$ cat config.mk
export PLATFORM = sky130hd
export DESIGN_NAME = uart_tx_queue
export DESIGN_NICKNAME = d
export VERILOG_FILES = /design/src/rtl/uart_tx_queue.sv
export SDC_FILE = /design/constraint.sdc
export NUM_CORES = 1
export LEC_CHECK = 0
export CAP_MARGIN = 40
export CORE_MARGIN = 2
export CORE_UTILIZATION = 56
export DETAILED_ROUTE_END_ITERATION = 6
export GPL_TIMING_DRIVEN = 0
export PLACE_DENSITY_LB_ADDON = 0.25
export SLEW_MARGIN = 20
export SYNTH_ARGS = -nofsm -noshare
export SYNTH_HDL_FRONTEND = slang
export SYNTH_SLANG_ARGS = --single-unit
$ cat constraint.sdc
create_clock -name clk -period 5.5 [get_ports clk]
set_clock_uncertainty 0.05 [all_clocks]
set_input_delay 0.55 -clock clk [delete_from_list [all_inputs] [get_ports clk]]
set_output_delay 0.55 -clock clk [all_outputs]
set_load 0.05 [all_outputs]
$ cat src/rtl/uart_tx_queue.sv
// uart_tx_queue
//   Byte FIFO plus start_tx/tx_done four-phase sequencer feeding the UART
//   transmitter. The CPU side pushes bytes with single-cycle strobes. The
//   sequencer pops one byte at a time into tx_value and holds start_tx high
//   until the transmitter acknowledges with tx_done.
//
// Ports
//   clk          in   system clock, rising edge
//   rst_n        in   synchronous active-low reset
//   wr_en        in   push strobe
//   wr_data      in   byte to push
//   full         out  count == DEPTH
//   empty        out  count == 0
//   count        out  bytes stored (excludes the byte in tx_value)
//   overflow     out  sticky, set by a push while full
//   clr_overflow in   clears overflow (a same-cycle dropped push wins)
//   busy         out  sequencer not idle or FIFO not empty
//   start_tx     out  level request to transmitter, high for a whole byte
//   tx_value     out  byte to transmit, changes only on a pop
//   tx_done      in   transmitter acknowledge
module uart_tx_queue #(
    parameter int DEPTH_LOG2 = 3
) (
    input  logic                  clk,
    input  logic                  rst_n,
    input  logic                  wr_en,
    input  logic [7:0]            wr_data,
    output logic                  full,
    output logic                  empty,
    output logic [DEPTH_LOG2:0]   count,
    output logic                  overflow,
    input  logic                  clr_overflow,
    output logic                  busy,
    output logic                  start_tx,
    output logic [7:0]            tx_value,
    input  logic                  tx_done
);

    localparam int DEPTH = 2 ** DEPTH_LOG2;
    localparam logic [DEPTH_LOG2:0] FULL_CNT = (DEPTH_LOG2 + 1)'(DEPTH);

    typedef enum logic [1:0] {
        S_IDLE,
        S_SEND,
        S_RELEASE
    } state_t;

    state_t                state_q;
    logic [7:0]            mem_q [DEPTH];
    logic [DEPTH_LOG2-1:0] wr_ptr_q, wr_ptr_d;
    logic [DEPTH_LOG2-1:0] rd_ptr_q;
    logic [DEPTH_LOG2:0]   count_q, count_d;
    logic                  overflow_q, overflow_d;
    logic                  start_tx_q;
    logic [7:0]            tx_value_q;

    logic push, drop, pop;

    assign full  = (count_q == FULL_CNT);
    assign empty = (count_q == '0);

    // full is taken from the registered count, so a pop in the same cycle
    // never makes room for a push that arrives while full.
    assign push = wr_en && !full;
    assign drop = wr_en && full;
    assign pop  = (state_q == S_IDLE) && !empty;

    always_comb begin
        wr_ptr_d   = push ? wr_ptr_q + 1'b1 : wr_ptr_q;
        count_d    = count_q;
        case ({push, pop})
            2'b10:   count_d = count_q + 1'b1;
            2'b01:   count_d = count_q - 1'b1;
            default: count_d = count_q;
        endcase
        // A dropped push takes priority over a clear in the same cycle.
        if (drop)
            overflow_d = 1'b1;
        else if (clr_overflow)
            overflow_d = 1'b0;
        else
            overflow_d = overflow_q;
    end

    always_ff @(posedge clk) begin
        if (!rst_n) begin
            wr_ptr_q   <= '0;
            count_q    <= '0;
            overflow_q <= 1'b0;
        end else begin
            wr_ptr_q   <= wr_ptr_d;
            count_q    <= count_d;
            overflow_q <= overflow_d;
        end
    end

    // Storage array carries no reset; its contents are only ever read
    // behind a valid count.
    always_ff @(posedge clk) begin
        if (rst_n && push)
            mem_q[wr_ptr_q] <= wr_data;
    end

    // Handshake sequencer. tx_value and start_tx are loaded together on the
    // pop so the transmitter never sees start_tx with a stale byte.
    always_ff @(posedge clk) begin
        if (!rst_n) begin
            state_q    <= S_IDLE;
            start_tx_q <= 1'b0;
            tx_value_q <= 8'h00;
            rd_ptr_q   <= '0;
        end else begin
            case (state_q)
                S_IDLE: begin
                    if (!empty) begin
                        tx_value_q <= mem_q[rd_ptr_q];
                        rd_ptr_q   <= rd_ptr_q + 1'b1;
                        start_tx_q <= 1'b1;
                        state_q    <= S_SEND;
                    end
                end
                S_SEND: begin
                    if (tx_done) begin
                        start_tx_q <= 1'b0;
                        state_q    <= S_RELEASE;
                    end
                end
                S_RELEASE: begin
                    if (!tx_done)
                        state_q <= S_IDLE;
                end
                default: begin
                    start_tx_q <= 1'b0;
                    state_q    <= S_IDLE;
                end
            endcase
        end
    end

    assign count    = count_q;
    assign overflow = overflow_q;
    assign start_tx = start_tx_q;
    assign tx_value = tx_value_q;
    assign busy     = (state_q != S_IDLE) || !empty;

endmodule
# Yosys cells after proc, flatten, opt, wreduce, memory -nomap -nowiden

Memories as Yosys holds them, arrays and structs flattened. A register that Yosys moved wholly into a read port is not among the register bits.
Cells that the tools add are included.

$add $sub $neg: 4
Div/mod/pow operators: 0
Equality and inequality tests: 8
$lt $le $gt $ge: 0
Shift-type cells: 0
Reduce and logical (&&, ||, !) cells: 16
Bitwise logic cells: 2
$mul: 0
Mux-type cells: 12

Operator list:

| kind                                                                | count |
|---|---|
| 4-bit case mux with 2 select lines                                  | 1 |
| 3-bit by 1-bit adder with 3-bit output (second input constant)      | 2 |
| 1-bit 2-to-1 mux                                                    | 6 |
| 2-bit 2-to-1 mux                                                    | 3 |
| 2-bit != test (second input constant)                               | 3 |
| 2-bit case mux with 3 select lines                                  | 1 |
| 3-bit AND reduction                                                 | 2 |
| 2-bit nonzero test                                                  | 3 |
| 4-bit by 1-bit adder with 4-bit output (second input constant)      | 1 |
| 2-bit by 1-bit == test with 1-bit output (second input constant)    | 2 |
| 2-bit == test (second input constant)                               | 2 |
| 4-bit == test (second input constant)                               | 1 |
| 1-bit logical AND                                                   | 4 |
| 4-bit logical NOT                                                   | 1 |
| 4-bit by 1-bit subtractor with 4-bit output (second input constant) | 1 |
| 1-bit logical NOT                                                   | 3 |
| 1-bit case mux with 3 select lines                                  | 1 |
| 2-bit logical NOT                                                   | 1 |
| 1-bit inverter                                                      | 2 |
| 2-bit AND reduction                                                 | 1 |
| 1-bit logical OR                                                    | 1 |

Bits in read-only memories: 0
Memories: 1
Word-level logic and storage cells: 49
Register bits after elaboration: 14
Bits in writable memories: 64
Input port bits: 13
Output and inout bits: 17
Latch bits: 0

Memory list:

| memory | words | width | read ports | clocked after Yosys merged registers in | wr ports | RTL line | source |
|---|---|---|---|---|---|---|---|
| mem_q  | 8     | 8     | 1          | 1                                       | 1        | 49       | `logic [7:0] mem_q [DEPTH];` |

# Logic depth before layout (Yosys ltp)

Gate-level depths: netlist (run 1).

Depth in word-level cells: 6
Depth in mapped cells: 12
Mapped depth without buffers: 10

# Worst setup path after synthesis (run 1)

Ideal clock, no wire load.

Kind: register to register
From: register count_q[1] (netlist: count[1])
To: register count_q[2] (netlist: count[2])
Required time: 5374 ps
Clock period less this slack: 2909 ps
Setup time: 76 ps
Cell stages (with the launch flop): 13
Path buffers: 2
Setup slack: 2591 ps
Data arrival time: 2784 ps
Cell sequence: dfxtp_1 -> or4_4 -> buf_6 -> inv_6 -> nor3_2 -> buf_6 -> ha_1 -> xor2_1 -> ha_1 -> a21oi_1 -> xor2_1 -> or3_1 -> a21boi_0

Word-level cells in the longest chain between the ends: 5
Elaborated cells on any way between the ends: 12
Classes of those cells: add/sub (2); eq/ne (3); mux (1); reduce/logical (6)

RTL lines:

| item                                                                             | RTL line | source |
|---|---|---|
| from (decl)                                                                      | 52       | `logic [DEPTH_LOG2:0] count_q, count_d;` |
| from (signal assigned)                                                           | 92       | `count_q <= count_d;` |
| 4-bit logical NOT *                                                              | 60       | `assign empty = (count_q == '0);` |
| via empty                                                                        | 29       | `output logic empty,` |
| 1-bit logical NOT *                                                              | 66       | `assign pop = (state_q == S_IDLE) && !empty;` |
| 1-bit logical AND *                                                              | 66       |  |
| via pop                                                                          | 57       | `logic push, drop, pop;` |
| 2-bit by 1-bit == test with 1-bit output / 2-bit == test (equally long branches) | 71       | `case ({push, pop})` |
| 4-bit case mux with 2 select lines / 2-bit nonzero test (equally long branches)  | -        |  |

The timed path passes the listed nets; every way through them passes the cells marked *.
A chain may end at the register's enable or synchronous reset.

# Final worst setup path (run 1)

From: register count_q[1] (netlist: count[1])
To: output port full

Word-level cells in the longest chain between the ends: 1

RTL lines:

| item          | RTL line | source |
|---|---|---|
| 4-bit == test | 59       | `assign full = (count_q == FULL_CNT);` |
| to (decl)     | 28       | `output logic full,` |

No other way between the ends.

==> impl_metrics.csv, run 1 <==
group,metric,value,unit
synthesis,synth-xor-area-share,2.048,%
timing,finalCriticalPeriod,2908,ps
timing,hold_viol_final,0,
routing,wl_per_cell,18.22,um
setup_path,cp_max_fo,8,
synthesis,yosysSeqAreaShare,69.06,%
synthesis,postSynthAreaPerCell,16.37,um^2
floorplan,pin_count,30,
timing,finalCritPeriodShare,52.87,%
outcome,status,"completed",
routing,drc_errors,0,
synthesis,ys_warn_count,0,
setup_path,cpMaxStageDelayCell,"clkdlybuf4s50_1",
final_layout,antenna_cells,0,
timing,max_slew_margin,46.91,%
final_layout,fillCellCount,398,
setup_path,setup.worst_path.start_class,"register",
global_routing,antenna_found_initial,0,
synthesis,synth_top_family_by_area,"multiplexers",
synthesis,synth_simple_gate_area_share,8.998,%
setup_path,cpPeakStageDelay,790,ps
routing,wirelength,6104,um
placed_design,portBuffers,29,
final_layout,final_net_count,273,
timing,final-max-slew-violation-count,0,
cts,clock_latency,350,ps
synthesis,syn_inst,209,
routing,first_iter_violations,172,
timing,rsz0062_at_grt,"false",
synthesis,async_flop_share,0,%
floorplan,die_x,82.16,um
floorplan,dieArea,0.006749,mm^2
routing,dr_total_vias,1894,
cts,clk_path_buf_depth,2,
power_and_ir_drop,ir_worst_vdd,0.3353,mV
global_routing,grt.overflow.total,0,
setup_path,path_cells,"or4b_1, buf_2, inv_1, clkdlybuf4s50_1",
power_and_ir_drop,power.leakage,1.366,nW
setup_path,critPathArrivalTime,2310,ps
floorplan,die_y,82.16,um
routing,viasPerCell,5.654,
cts,cts.sinks,86,
cts,post_cts_buffers,0,
synthesis,synth_enable_flop_cells,64,
timing,finalSetupViolations,0,
routing,ant_nets,0,
cts,cts_root_buf,"clkbuf_8",
routing,first_pass_iters,4,
floorplan,coreArea,0.005921,mm^2
cts,hold_buffers,0,
cts,cts_resized,0,
final_layout,drive_above_1_share,22.31,%
cts,htree_levels,3,
setup_path,end_kind,"output pin",
timing,max_freq,0.3439,GHz
cts,clk_pin_slew,90,ps
synthesis,ys.flop_type,"edfxtp_1",
global_routing,grt_max_degree,18,
global_routing,grt_pass1_vias,1929,
job,maxCapViolCount,0,
setup_path,critPathKind,"register to output pin",
placed_design,dp_hpwl,4151,um
synthesis,yosysTopAreaCellShare,56.18,%
timing,whs,456.0,ps
synthesis,synth_compound_area_share,4.645,%
setup_path,worstPathRequired,4900,ps
cts,numCtsBuffers,9,
synthesis,ys_types,40,
global_routing,grt_pass1_wl,9591,um
timing,fin_tns_setup,0,ps
synthesis,synth_top_area_cell,"edfxtp_1",
worst_hold_path,hold_path_class,"register to register",
synthesis,syn_area,0.003421,mm^2
placed_design,gp_congestion,0.6927,
floorplan,start_util,57.78,%
synthesis,synth.area.top_cells,"edfxtp_1, dfxtp_1, mux4_2, ha_1, nor2b_1",
synthesis,synth_fp_nets,227,
timing,worst_pin_slew,792.1,ps
synthesis,synthAdderAreaFrac,1.829,%
global_routing,track_usage,20.81,%
final_layout,area_growth,19.06,%
floorplan,rows,28,
cts,cts_tree,"yes",
synthesis,synth-seq-cells,86,
synthesis,yosys-mux-area-fraction,11.41,%
power_and_ir_drop,p_per_area,459.1,mW/mm^2
-- area by class of cell --
cell class / count / area (um^2) / share of cell area (%)
inverter: 2 / 12.51 / 0.3072
multi-input combinational: 112 / 1022 / 25.10
clock inverter: 7 / 66.31 / 1.628
clock buffer: 9 / 123.9 / 3.041
buffer: 9 / 56.30 / 1.382
sequential: 86 / 2362 / 58.00
timing repair buffer: 35 / 335.3 / 8.233
tap: 75 / 93.84 / 2.304
-- worst paths after layout --
kind / slack, ps / from / cells past startpoint / endpoint
min reg2reg: 460 / tx_value[4]$_SDFFE_PN0P_ / 2 / tx_value[4]$_SDFFE_PN0P_
max: 2590 / count[1]$_SDFFE_PN0P_ / 4 / full
min: 460 / tx_value[4]$_SDFFE_PN0P_ / 2 / tx_value[4]$_SDFFE_PN0P_
max reg2reg: 2760 / count[1]$_SDFFE_PN0P_ / 12 / count[2]$_SDFFE_PN0P_
-- synthesized netlist by cell type (2+ instances only) --
| master | instances |
|---|---|
| clkbuf_1 | 3 |
| o22ai_1 | 8 |
| xnor2_1 | 4 |
| nor2b_1 | 8 |
| dfxtp_1 | 22 |
| or3_1 | 2 |
| buf_2 | 2 |
| mux2i_1 | 3 |
| ha_1 | 5 |
| edfxtp_1 | 64 |
| nor3_1 | 4 |
| buf_6 | 2 |
| and2_1 | 5 |
| xor2_1 | 4 |
| a21oi_1 | 3 |
| nand2_1 | 6 |
| o21ai_1 | 8 |
| nor4_1 | 2 |
| o21ai_0 | 3 |
| nor2_1 | 11 |
| a21boi_0 | 2 |
| mux4_2 | 16 |
| nand3_1 | 5 |
-- worst max-delay path, delay by kind of cell (launching register included) --
family	cells	cell delay, ps
flip-flops	1	390
buffers and inverters	3	1030
AND/OR/NAND/NOR	1	530
-- cells in the final DEF, fill, tap and decap left out, drive strengths merged, types with 6 or more instances in the layout --
master          n
nand2           7
edfxtp         64
buf            11
clkbuf         13
o22ai           8
nor2b           8
nand3           6
dfxtp          22
mux4           16
o21ai          11
clkdlybuf4s50  29
nor2           11
-- registers in the layout, summed over array words and instances, names as in the netlist --
register  flops
tx_value      8
state_q       2
count         4
start_tx      1
mem_q        64
rd_ptr_q      3
overflow      1
wr_ptr_q      3
-- kinds of logic (layout without fill, tap and decap cells) --
| family | after synthesis | count (layout) |
|---|---|---|
| buffers and inverters | 11 | 62 |
| DFF | 86 | 86 |
| muxes | 19 | 19 |
| AOI/OAI and AO/OA | 27 | 27 |
| xor gates and xnor gates | 8 | 8 |
| adders and majority gates | 5 | 5 |
| and+or+nand+nor | 53 | 53 |
-- stage by stage --
step | instances | utilization [%] | instance area, um^2 | power (mW) | setup WS, ps
3_3_place_gp | 313 | 64.26 | 3805 | 1.465 | 2125
6_report | 335 | 68.79 | 4073 | 1.870 | 2592
5_1_grt | 335 | 68.79 | 4073 | 1.966 | 2491
2_1_floorplan | 209 | - | 3421 | 1.297 | 2591
3_5_place_dp | 317 | 65.32 | 3867 | 1.484 | 2697
4_1_cts | 333 | 68.53 | 4058 | 1.889 | 2573
-- power by group --
| group | leakage [nW] | total, mW | switching [mW] | internal (mW) |
|---|---|---|---|---|
| Sequential | 0.759 | 0.799 | 0.0444 | 0.755 |
| Clock | 0.0896 | 0.407 | 0.234 | 0.173 |
| Combinational | 0.518 | 0.664 | 0.386 | 0.278 |
| Total | 1.37 | 1.87 | 0.664 | 1.21 |
-- per-layer routing --
layer / part of all wire (%) / GRT usage (%)
met5: 0 / 0
met4: 0.92 / 8.167
met3: 5.8 / 5.761
met2: 51 / 33.25
met1: 42 / 27.41
Power figures use the tool's default switching activity.
==> run 2, diff against run 1 <==
- CORE_UTILIZATION: 56 -> 51
- clock period: 5.5 -> 2.5 ns (I/O delays scaled with it)
==> impl_metrics.csv, run 2 (same netlist as run 1, synthesis figures left out) <==
group,metric,value,unit
outcome,status,"completed",
cts,cts.sinks,86,
power_and_ir_drop,p_int,3.017,mW
setup_path,rr_startpoint,"count[1]$_SDFFE_PN0P_",
cts,clk_path_buf_depth,2,
routing,drc_errors,0,
routing,wirelength,6752,um
final_layout,largest_reg_flops,64,
setup_path,critPathArrivalTime,2640,ps
floorplan,start_util,53.26,%
timing,max_freq,0.4164,GHz
floorplan,die_y,85.90,um
setup_path,r2r-end,"count[2]$_SDFFE_PN0P_",
power_and_ir_drop,clkPwrFrac,26.5,%
final_layout,layout_common_cells,"edfxtp_1, clkdlybuf4s50_1, dfxtp_1",
placed_design,dp_hpwl,4274,um
placed_design,place_ws,-51.55,ps
placed_design,gp_congestion,0.7743,
power_and_ir_drop,power.leakage,1.440,nW
global_routing,antenna_found_initial,0,
cts,clk_pin_slew,80,ps
floorplan,pin_count,30,
power_and_ir_drop,p_per_area,1072,mW/mm^2
timing,final.setup.worst_slack,98.46,ps
timing,hold_viol_final,0,
job,maxCapViolCount,0,
final_layout,area_growth,24.18,%
setup_path,ff2ff_setup_slack,100,ps
final_layout,final_common_cell,"edfxtp_1",
power_and_ir_drop,netSwitchingPower,1.538,mW
global_routing,grt_pass1_vias,1865,
setup_path,critPathLaunch,"count[1]$_SDFFE_PN0P_",
floorplan,die_x,85.90,um
final_layout,largest_register,"mem_q",
routing,dr_total_vias,1948,
setup_path,cp_max_fo,8,
timing,finalCriticalPeriod,2402,ps
worst_hold_path,hold_path_class,"register to register",
power_and_ir_drop,ir_worst_vdd,0.3890,mV
global_routing,grt_max_degree,17,
global_routing,grt.overflow.total,0,
setup_path,setup.worst_path.start_class,"register",
floorplan,rows,29,
placed_design,portBuffers,29,
final_layout,drive_above_1_share,27.55,%
routing,first_iter_violations,129,
power_and_ir_drop,switching_share,33.76,%
floorplan,dieArea,0.007379,mm^2
routing,viasPerCell,5.696,
setup_path,critPathKind,"register to register",
setup_path,worstPathRequired,2740,ps
global_routing,track_usage,19.62,%
cts,cts_root_buf,"clkbuf_8",
cts,clock_latency,350,ps
timing,worst_pin_slew,806.1,ps
routing,ant_nets,0,
cts,hold_buffers,0,
timing,finalSetupViolations,0,
timing,fin_tns_setup,0,ps
final_layout,final_net_count,278,
final_layout,antenna_cells,0,
cts,numCtsBuffers,9,
timing,final-max-slew-violation-count,0,
cts,cts_tree,"yes",
setup_path,r2r_cells,10,
cts,htree_levels,3,
power_and_ir_drop,seq_power_share,38.8,%
routing,first_pass_iters,6,
worst_hold_path,min_from,"count[3]$_SDFFE_PN0P_",
global_routing,grt_pass1_wl,10230,um
final_layout,fillCellCount,463,
routing,wl_per_cell,19.74,um
setup_path,end_kind,"register",
floorplan,coreArea,0.006422,mm^2
setup_path,critPathCapture,"count[2]$_SDFFE_PN0P_",
timing,max_slew_margin,45.97,%
timing,finalCritPeriodShare,96.06,%
power_and_ir_drop,pwr-share-comb,34.7,%
==> run 2: layout make-up <==
| type | instances | area (um^2) | area share [%] |
|---|---|---|---|
| clock inverters | 7 | 128.9 | 3.034 |
| well taps | 77 | 96.34 | 2.268 |
| clock buffers | 9 | 123.9 | 2.916 |
| flip-flops and latches | 86 | 2372 | 55.85 |
| multi-input cells | 112 | 1084 | 25.51 |
| inverters | 2 | 15.01 | 0.3535 |
| plain buffers | 8 | 51.30 | 1.208 |
| repair buffers | 41 | 376.6 | 8.866 |
==> run 2: worst min path at each step <==
stage / to / depth (start not counted)
after CTS: count[3]$_SDFFE_PN0P_ / 2
after global placement: count[3]$_SDFFE_PN0P_ / 2
final: count[3]$_SDFFE_PN0P_ / 2
after floorplan: mem_q[0][0]$_DFFE_PP_ / 0
after detailed placement: tx_value[1]$_SDFFE_PN0P_ / 2
after global routing: count[3]$_SDFFE_PN0P_ / 2
==> run 2: through the flow <==
step	cells	power [mW]	util (%)	area, um^2	hold WS [ps]
floorplan	209	2.919	-	3471	298.9
global placement	315	3.306	60.06	3857	427.2
detailed placement	322	3.338	61.39	3943	432.9
CTS	339	4.521	65.32	4195	447.2
global route	342	4.756	66.14	4248	484.6
finish	342	4.555	66.14	4248	451.0
==> run 2: layer usage <==
| layer | GRT usage [%] | up-vias | wire length, um |
|---|---|---|---|
| li1 | - | 911 | - |
| met1 | 27.15 | 959 | 2855 |
| met2 | 30.58 | 69 | 3305 |
| met3 | 5.101 | 9 | 500 |
| met4 | 6.638 | 0 | 90 |
| met5 | 0 | - | 0 |
==> run 2: timing repair <==
item / in CTS / in global routing
endpoints found under the setup margin: 4 / 2
pin swaps: 1 / 2
buffers inserted: 2 / 3
resized for setup: 3 / 6
==> run 2: power groups by stage <==
stage          Combinational [mW]  Clock, mW  Sequential (mW)
2_1_floorplan               0.910          0             2.01
3_3_place_gp                 1.51          0             1.79
3_5_place_dp                 1.54          0             1.80
4_1_cts                      1.53       1.22             1.77
5_1_grt                      1.69       1.28             1.78
6_report                     1.58       1.21             1.77
==> run 2: critical path, cell delays in order (launching register included) <==
cell	delay [ps]
dfxtp_4	370
or4b_1	560
buf_6	170
nand2_8	110
ha_4	170
xor2_2	140
ha_2	180
a21oi_2	30
xor2_1	140
or3_1	300
a21boi_1	110
==> run 3, diff against run 2 <==
- ABC_AREA: not set -> 1
- CORE_MARGIN: 2 -> 1.5
- CORE_UTILIZATION: 51 -> 52
==> impl_metrics.csv, run 3 <==
group,metric,value,unit
synthesis,synth_fp_nets,413,
setup_path,path_cells,"nor2_2, nand3_2, inv_1, clkdlybuf4s50_1",
cts,clk_pin_slew,80,ps
worst_hold_path,hold_depth,3,
timing,worst_pin_slew,728.9,ps
synthesis,ys_warn_count,0,
final_layout,antenna_cells,0,
placed_design,dp_hpwl,5370,um
synthesis,ys.flop_type,"edfxtp_1",
cts,numCtsBuffers,9,
placed_design,place_inst,524,
routing,viasPerCell,4.928,
floorplan,pin_count,30,
final_layout,area_growth,15.56,%
synthesis,yosysSeqAreaShare,61.22,%
timing,hold_viol_final,0,
power_and_ir_drop,p_per_area,1077,mW/mm^2
job,maxCapViolCount,0,
cts,post_cts_buffers,0,
routing,dr_total_vias,2671,
floorplan,die_x,89.14,um
global_routing,grt.overflow.total,0,
setup_path,critPathArrivalTime,1930,ps
power_and_ir_drop,power.leakage,1.892,nW
synthesis,postSynthAreaPerCell,9.769,um^2
placed_design,gp_congestion,0.8231,
timing,finalCriticalPeriod,2225,ps
setup_path,cpPeakStageDelay,810,ps
routing,ant_nets,0,
worst_hold_path,hold_path_class,"input port to register",
cts,htree_levels,3,
floorplan,dieArea,0.007946,mm^2
setup_path,critPathKind,"register to output pin",
cts,cts_tree,"yes",
setup_path,cp_max_fo,6,
timing,max_slew_margin,51.14,%
timing,max_freq,0.4493,GHz
setup_path,setup.worst_path.start_class,"register",
synthesis,synth.area.top_cells,"edfxtp_1, dfxtp_1, nand2_1, nand3_1, inv_1",
global_routing,grt_pass1_vias,2571,
cts,cts.sinks,86,
setup_path,r2r_cells,13,
final_layout,fillCellCount,631,
synthesis,synth-seq-cells,86,
global_routing,grt_max_degree,15,
timing,rsz0062_at_grt,"false",
cts,clock_latency,360,ps
global_routing,track_usage,22.74,%
timing,finalCritPeriodShare,89.02,%
power_and_ir_drop,ir_worst_vdd,0.4488,mV
outcome,status,"completed",
cts,hold_buffers,0,
synthesis,syn_inst,395,
setup_path,end_kind,"output pin",
global_routing,antenna_found_initial,0,
final_layout,final_common_cell,"nand2_1",
final_layout,largest_register,"mem_q",
routing,wl_per_cell,14.95,um
global_routing,grt_pass1_wl,12710,um
synthesis,synth_enable_flop_cells,64,
final_layout,instances_no_fill,542,
final_layout,layout_common_cells,"nand2_1, inv_1, edfxtp_1",
floorplan,coreArea,0.007214,mm^2
routing,first_iter_violations,174,
synthesis,yosysTopAreaCellShare,49.81,%
floorplan,die_y,89.14,um
floorplan,rows,31,
final_layout,final_net_count,456,
synthesis,synth.most_common_cell,"nand2_1",
timing,finalSetupViolations,0,
setup_path,cpMaxStageDelayCell,"clkdlybuf4s50_1",
floorplan,start_util,53.49,%
setup_path,worstPathRequired,2200,ps
final_layout,drive_above_1_share,13.09,%
synthesis,ys_types,27,
synthesis,async_flop_share,0,%
placed_design,portBuffers,28,
final_layout,largest_reg_flops,64,
synthesis,syn_area,0.003859,mm^2
timing,fin_tns_setup,0,ps
timing,final-max-slew-violation-count,0,
routing,drc_errors,0,
cts,cts_resized,0,
cts,cts_root_buf,"clkbuf_8",
synthesis,synth_top_area_cell,"edfxtp_1",
routing,wirelength,8101,um
synthesis,synth_commonest_cells,"nand2_1, inv_1, edfxtp_1",
routing,first_pass_iters,4,
cts,clk_path_buf_depth,2,
## run 3: cell count changes in the layout (fill, tap and decap cells not counted), sizes merged, moves of 7 or more
cell / change
inv: +68
o22ai: -8
nand3: +51
nor2b: -8
nor2: +7
mux4: -16
a21oi: +14
nand2: +101
## run 3: stage by stage
step           worst slack [ps]  hold slack [ps]  area [um^2]  power [mW]  utilization [%]
6_report                  274.6            132.0         4459       4.802            61.81
5_1_grt                   185.5            150.7         4459       5.080            61.81
4_1_cts                   256.3            125.2         4444       4.808            61.60
3_5_place_dp              272.4            404.8         4278       3.973            59.30
3_3_place_gp              121.9            401.0         4263       3.927            59.09
2_1_floorplan             259.7            298.9         3859       3.366                -
## run 3: final timing paths
check / start / to / slack [ps]
worst max-delay path: count[1]$_SDFFE_PN0P_ / empty / 270
worst min-delay path: rst_n / wr_ptr_q[2]$_SDFFE_PN0P_ / 130
worst max register to register: count[2]$_SDFFE_PN0P_ / count[2]$_SDFFE_PN0P_ / 470
worst min register to register: start_tx$_SDFFE_PN0P_ / start_tx$_SDFFE_PN0P_ / 410
## run 3: cells by family (layout without fill, tap and decap cells)
family / after synthesis / in the layout / synth area share (%)
simple gates: 188 / 188 / 22.02
buf+inv: 87 / 135 / 10.41
flops: 86 / 86 / 61.22
compound gates: 26 / 26 / 4.053
fa+ha+maj: 5 / 5 / 1.621
xor+xnor: 3 / 3 / 0.6811
## run 3: layer usage
metal	vias up	part of all wire [%]	wire [um]	global-route usage [%]
li1	1352	-	-	-
met1	1237	43	3488	27.98
met2	70	50	4050	39.44
met3	12	5.3	428	4.986
met4	0	1.6	133	8.392
met5	-	0	0	0
## run 3: cell type report
class                   count  area (um^2)  area share (%)
inverters                  73        279.0           6.257
well taps                  99        123.9           2.778
multi-input cells         222         1095           24.55
clock buffers              11        131.4           2.946
plain buffers              14        122.6           2.750
flip-flops and latches     86         2362           52.97
repair buffers             32        310.3           6.958
clock inverters             5        35.03          0.7856
## run 3: power breakdown
part / total (mW) / switching, mW / internal, mW
clock network: 0.850 / 0.487 / 0.363
registers: 1.80 / 0.106 / 1.69
logic: 2.15 / 1.41 / 0.739
## run 3: critical path, delay by kind of cell, from the launching register on
family | cells | cell delay (ps)
flops | 1 | 370
simple gates | 2 | 290
buf+inv | 2 | 920
